**src/rtl/hsm_gpio_driver.sv**
```systemverilog
// Host-side initiator for the DE0 GPIO HSM handshake: walks one ONE->TWO->THREE->ZERO transaction.
// Optional build macro HSM_DRV_AUTOCLR_EN: ERROR clears itself after TIMEOUT cycles.
`timescale 1ns/1ps
module hsm_gpio_driver #(
    parameter int unsigned TIMEOUT = 1000,
    parameter int unsigned TO_W    = 16
) (
    input  logic       clk,
    input  logic       reset_n,
    input  logic [3:0] hsm_out,
    input  logic       start,
    input  logic       err_clr,
    output logic       hsm_in1,
    output logic       hsm_in2,
    output logic       busy,
    output logic       done,
    output logic       err,
    output logic [1:0] err_code,
    output logic [7:0] txn_count
);
    localparam logic [3:0] C_ZERO  = 4'b0000;
    localparam logic [3:0] C_ONE   = 4'b0001;
    localparam logic [3:0] C_TWO   = 4'b0010;
    localparam logic [3:0] C_THREE = 4'b0100;
    localparam logic [3:0] C_FAULT = 4'b1111;
    localparam logic [TO_W-1:0] TO_LAST = TO_W'(TIMEOUT - 1);

    typedef enum logic [2:0] {
        IDLE, WAIT_ONE, DRIVE1, DRIVE2, WAIT_ZERO, DONE, ERROR
    } state_t;

    state_t          state, next_state;
    logic [3:0]      sync1, s;
    logic [TO_W-1:0] to_cnt;
    logic            waiting, cnt_en, fault, timed_out;

    assign waiting = (state inside {WAIT_ONE, DRIVE1, DRIVE2, WAIT_ZERO});
`ifdef HSM_DRV_AUTOCLR_EN
    assign cnt_en = waiting || (state == ERROR);
`else
    assign cnt_en = waiting;
`endif

    always_comb begin
        next_state = state;
        fault      = 1'b0;
        timed_out  = 1'b0;
        case (state)
            IDLE:      if (start) next_state = WAIT_ONE;
            WAIT_ONE: begin
                if (s == C_ONE)        next_state = DRIVE1;
                else if (s == C_FAULT) fault = 1'b1;
            end
            DRIVE1: begin
                if (s == C_TWO)        next_state = DRIVE2;
                else if (s != C_ONE)   fault = 1'b1;
            end
            DRIVE2: begin
                if (s == C_THREE)      next_state = WAIT_ZERO;
                else if (s == C_ZERO)  next_state = DONE;
                else if (s != C_TWO)   fault = 1'b1;
            end
            WAIT_ZERO: begin
                if (s == C_ZERO || s == C_ONE) next_state = DONE;
                else if (s != C_THREE)         fault = 1'b1;
            end
            DONE:      next_state = IDLE;
            ERROR: begin
                if (err_clr) next_state = IDLE;
`ifdef HSM_DRV_AUTOCLR_EN
                else if (to_cnt == TO_LAST) next_state = IDLE;
`endif
            end
            default:   next_state = IDLE;
        endcase
        // An illegal code takes precedence; timeout only fires when nothing else moved the FSM.
        timed_out = waiting && !fault && (next_state == state) && (to_cnt == TO_LAST);
        if (fault || timed_out) next_state = ERROR;
    end

    always_ff @(posedge clk or negedge reset_n) begin
        if (!reset_n) begin
            state     <= IDLE;
            sync1     <= '0;
            s         <= '0;
            to_cnt    <= '0;
            hsm_in1   <= 1'b0;
            hsm_in2   <= 1'b0;
            err_code  <= '0;
            txn_count <= '0;
        end else begin
            sync1 <= hsm_out;
            s     <= sync1;
            state <= next_state;
            // Strobes decode the next state so they rise and fall on the same edge as the FSM.
            hsm_in1 <= (next_state == DRIVE1);
            hsm_in2 <= (next_state == DRIVE2);
            if (next_state != state) to_cnt <= '0;
            else if (cnt_en)         to_cnt <= to_cnt + TO_W'(1);
            if (fault)                          err_code <= 2'b01;
            else if (timed_out)                 err_code <= 2'b10;
            else if (state == ERROR && err_clr) err_code <= '0;
            else if (state == IDLE && start)    err_code <= '0;
            if (state == DONE) txn_count <= txn_count + 8'd1;
        end
    end

    assign busy = (state inside {WAIT_ONE, DRIVE1, DRIVE2, WAIT_ZERO, DONE});
    assign done = (state == DONE);
    assign err  = (state == ERROR);

endmodule

```
**config.mk**
```make
export PLATFORM = sky130hd
export DESIGN_NAME = hsm_gpio_driver
export DESIGN_NICKNAME = d
export VERILOG_FILES = /design/src/rtl/hsm_gpio_driver.sv
export SDC_FILE = /design/constraint.sdc
export NUM_CORES = 1
export LEC_CHECK = 0
export BUFFER_PORTS_ARGS = -buffer_cell sky130_fd_sc_hd__buf_2
export CAP_MARGIN = 20
export CELL_PAD_IN_SITES_DETAIL_PLACEMENT = 1
export CELL_PAD_IN_SITES_GLOBAL_PLACEMENT = 1
export CORE_UTILIZATION = 49
export DETAILED_ROUTE_END_ITERATION = 8
export PLACE_DENSITY = 0.85
export SYNTH_ARGS = -nofsm -noshare
export SYNTH_HDL_FRONTEND = slang
export SYNTH_SLANG_ARGS = --single-unit
```
**constraint.sdc**
```tcl
create_clock -name clk -period 5.54 [get_ports clk]
set_input_delay 0 -clock clk [delete_from_list [all_inputs] [get_ports clk]]
set_output_delay 0 -clock clk [all_outputs]
set_load 0.02 [all_outputs]
```
==> impl_metrics.toml <==
[yosys]
synthXorXnorAreaFrac_pct = 9.45
ys_ff_latch = 39
ys.flop_type = "dfrtp_1"
yosys.cell_types.count = 46
synth_seq_area_share_pct = 47.9
synth_top_family_by_area = "simple AND/OR/NAND/NOR gates"
synth-compound-area-share_pct = 7.98
synthArstFlopShare_pct = 100
syn_inst = 194
syn_area_sq_mm = 0.00204
synthesis.nets = 204
synthMuxAreaShare_pct = 1.04
syn-mean-instance-area_sq_um = 10.5
synth-edff-count = 0
synth_top_area_share_pct = 47.9
yosysTopAreaCell = "dfrtp_1"
yosysWarnings = 0
synthSimpleGateAreaFrac_pct = 29.1
synth_fa_ha_area_share_pct = 1.23
synth_area_leaders = "dfrtp_1 48%, nor3_2 5.4%, xnor2_1 4.7%"

[route]
drtIter0Drc = 105
num_vias = 1529
met1_length_mm = 1.92
dr.pass1.iters = 4
wl_mm = 4.63
wl_met2_mm = 2.45
viasPerCell = 5.66
post-route-drc-count = 0
detail-route-antenna-nets = 0
top_layer = "met4"
wl_per_cell_um = 17.2
wl_met3_um = 156

[sta]
worst_slew_pin_slew_ps = 853
final-setup-viol-count = 0
finalHoldViolations = 0
clock_skew_ps = 13.1
tns_ps = 0
finalCritPeriodShare_pct = 44.6
rsz0062_at_grt = "no"
fin_ws_ps = 3070
fin_crit_ps = 2470
max_freq_ghz = 0.404
max-slew-margin-rel_pct = 43.2
drv_slew = 0

[pwr]
p_total_mw = 0.986
p_leak_nw = 1.03
ir_worst_vdd_mv = 0.330
power_density_mw_per_mm2 = 429

[floorplanning]
fp.dieH_um = 66.5
io_pins = 23
die_area_sq_mm = 0.00442
start_util_pct = 51.0
placementRows = 23
die_w_um = 66.5
core_sq_mm = 0.00400

[finish]
nets = 230
layout_commonest_cell = "dfrtp_1"
final_area_sq_mm = 0.00230
final_cell_mix = "39 x dfrtp_1, 22 x buf_2, 15 x nand2_1, 15 x nor2_1, 12 x nor3_1"
n_antenna_cell = 0
fin_util_pct = 57.4
layout-drive-gt1-share_pct = 24.1
area_growth_pct = 12.6

[critical_path]
path_cells = "nor3_1 > or2_2 > nor4_1 > nand4_1 > xor2_1 > nor3_2"
max_stage_delay_ps = 690
r2r_setup_slack_ps = 3070
crit_arrival_ps = 2620
crit_buf_inv = 0
cp_top_family = "simple AND/OR/NAND/NOR gates"
cp_slowest_cell = "dfrtp_1"
r2r-start = "state[0]$_DFF_PN0_"
path_class = "flip-flop to flip-flop"
crit_start = "state[0]$_DFF_PN0_"
required_ps = 5690
critPathLaunchType = "flip-flop"
end_kind = "flip-flop"
path_max_fanout = 17

[placed_design]
port_buffers = 22
placed_cell_area_sq_mm = 0.00216
gp_congestion = 0.878
place_hpwl_mm = 3.22
pre_cts_ws_ps = 3070

[clock_network]
cts_tree = "built"
htree_levels = 2
cts_resized = 0
clock-root-buffer = "clkbuf_8"
cts_buffer_depth = 2
clock_sinks = 39
cts_setup_buffers = 0
cts_buffers = 5
clk_latency_ps = 290
clk_pin_slew_ps = 80

[grt]
antenna_found_initial = 0
grt_pass1_wl_mm = 7.82
grt_max_degree = 40
first_global_vias = 1646
grt_overflow = 0
grt_use_total_pct = 24.3

[hold_path]
hold_start = "err_clr"
min_path_type = "primary input to flip-flop"

[job]
drv_cap = 0

[outcome]
outcome = "finished clean"
flip-flops by register name, indices dropped and copies added, names as in the netlist:
name and count:
err_code 2, to_cnt 16, state 3, s 4, hsm_in1 1, hsm_in2 1
sync1 4, txn_count 8
final cells by class:
| cell class | count | area (sq um) |
|---|---|---|
| repair buffers | 27 | 160 |
| inverters | 4 | 15.0 |
| flip-flops and latches | 39 | 976 |
| fillers | 443 | 1700 |
| well taps | 50 | 62.6 |
| multi-input cells | 143 | 996 |
| clock buffers | 6 | 82.6 |
| clock inverters | 1 | 5.00 |
Yosys cell counts (2+ instances only):
library cell / count
nor3b_1: 2
nand2_1: 15
o22ai_1: 2
nor2_1: 15
xor2_1: 11
inv_1: 3
dfrtp_1: 39
nand3_1: 9
a21oi_1: 8
nor3_2: 11
xnor2_1: 11
and3_1: 2
or4_1: 2
nor2b_1: 3
or2_2: 3
clkbuf_1: 4
nor3_1: 12
o21ai_0: 5
nand4_1: 7
and4_1: 2
buf_2: 2
ha_1: 2
per-layer routing:
metal  up-vias  track usage (%)
met3         8             5.65
met1       757             28.8
li1        733                -
met5         -                0
met2        31             42.2
met4         0             9.84
report_power, final:
group | internal (mW) | total [mW] | switching [mW]
clock | 0.0976 | 0.192 | 0.0942
sequential | 0.320 | 0.379 | 0.0589
combinational | 0.148 | 0.415 | 0.267
total | 0.566 | 0.986 | 0.420
stage by stage:
step / hold WS [ps] / instances
after global placement: 109 / 258
after global routing: 297 / 270
after CTS: 217 / 270
after floorplan: -296 / 194
after detailed placement: 111 / 258
final: 236 / 270
worst reg2reg max path: cells and delay by family, from the launching register on:
family	cells	cell delay, ps
AND/OR/NAND/NOR	5	1440
XOR/XNOR	1	210
flip-flops	1	690
path summary, 6_finish.rpt:
path	endpoint	cells after the start
max	to_cnt[11]$_DFFE_PN0P_	6
min	state[2]$_DFF_PN0_	4
max reg2reg	to_cnt[11]$_DFFE_PN0P_	6
min reg2reg	s[0]$_DFF_PN0_	0
max in group asynchronous	to_cnt[10]$_DFFE_PN0P_	2
min in group asynchronous	s[2]$_DFF_PN0_	2
kinds of logic (layout without fill, tap and decap cells):
logic type | after synthesis | after routing
AO/OA/AOI/OAI | 22 | 22
XOR/XNOR | 22 | 22
adder cells (fa/ha/maj) | 2 | 2
buffers and inverters | 12 | 38
flip-flops | 39 | 39
multiplexers | 2 | 2
AND/OR/NAND/NOR | 95 | 95
what timing repair did:
item,CTS,global route
setup endpoints to repair,0,0
hold endpoints to repair,43,0
hold buffers,5,0
Power figures use the tool's default switching activity.
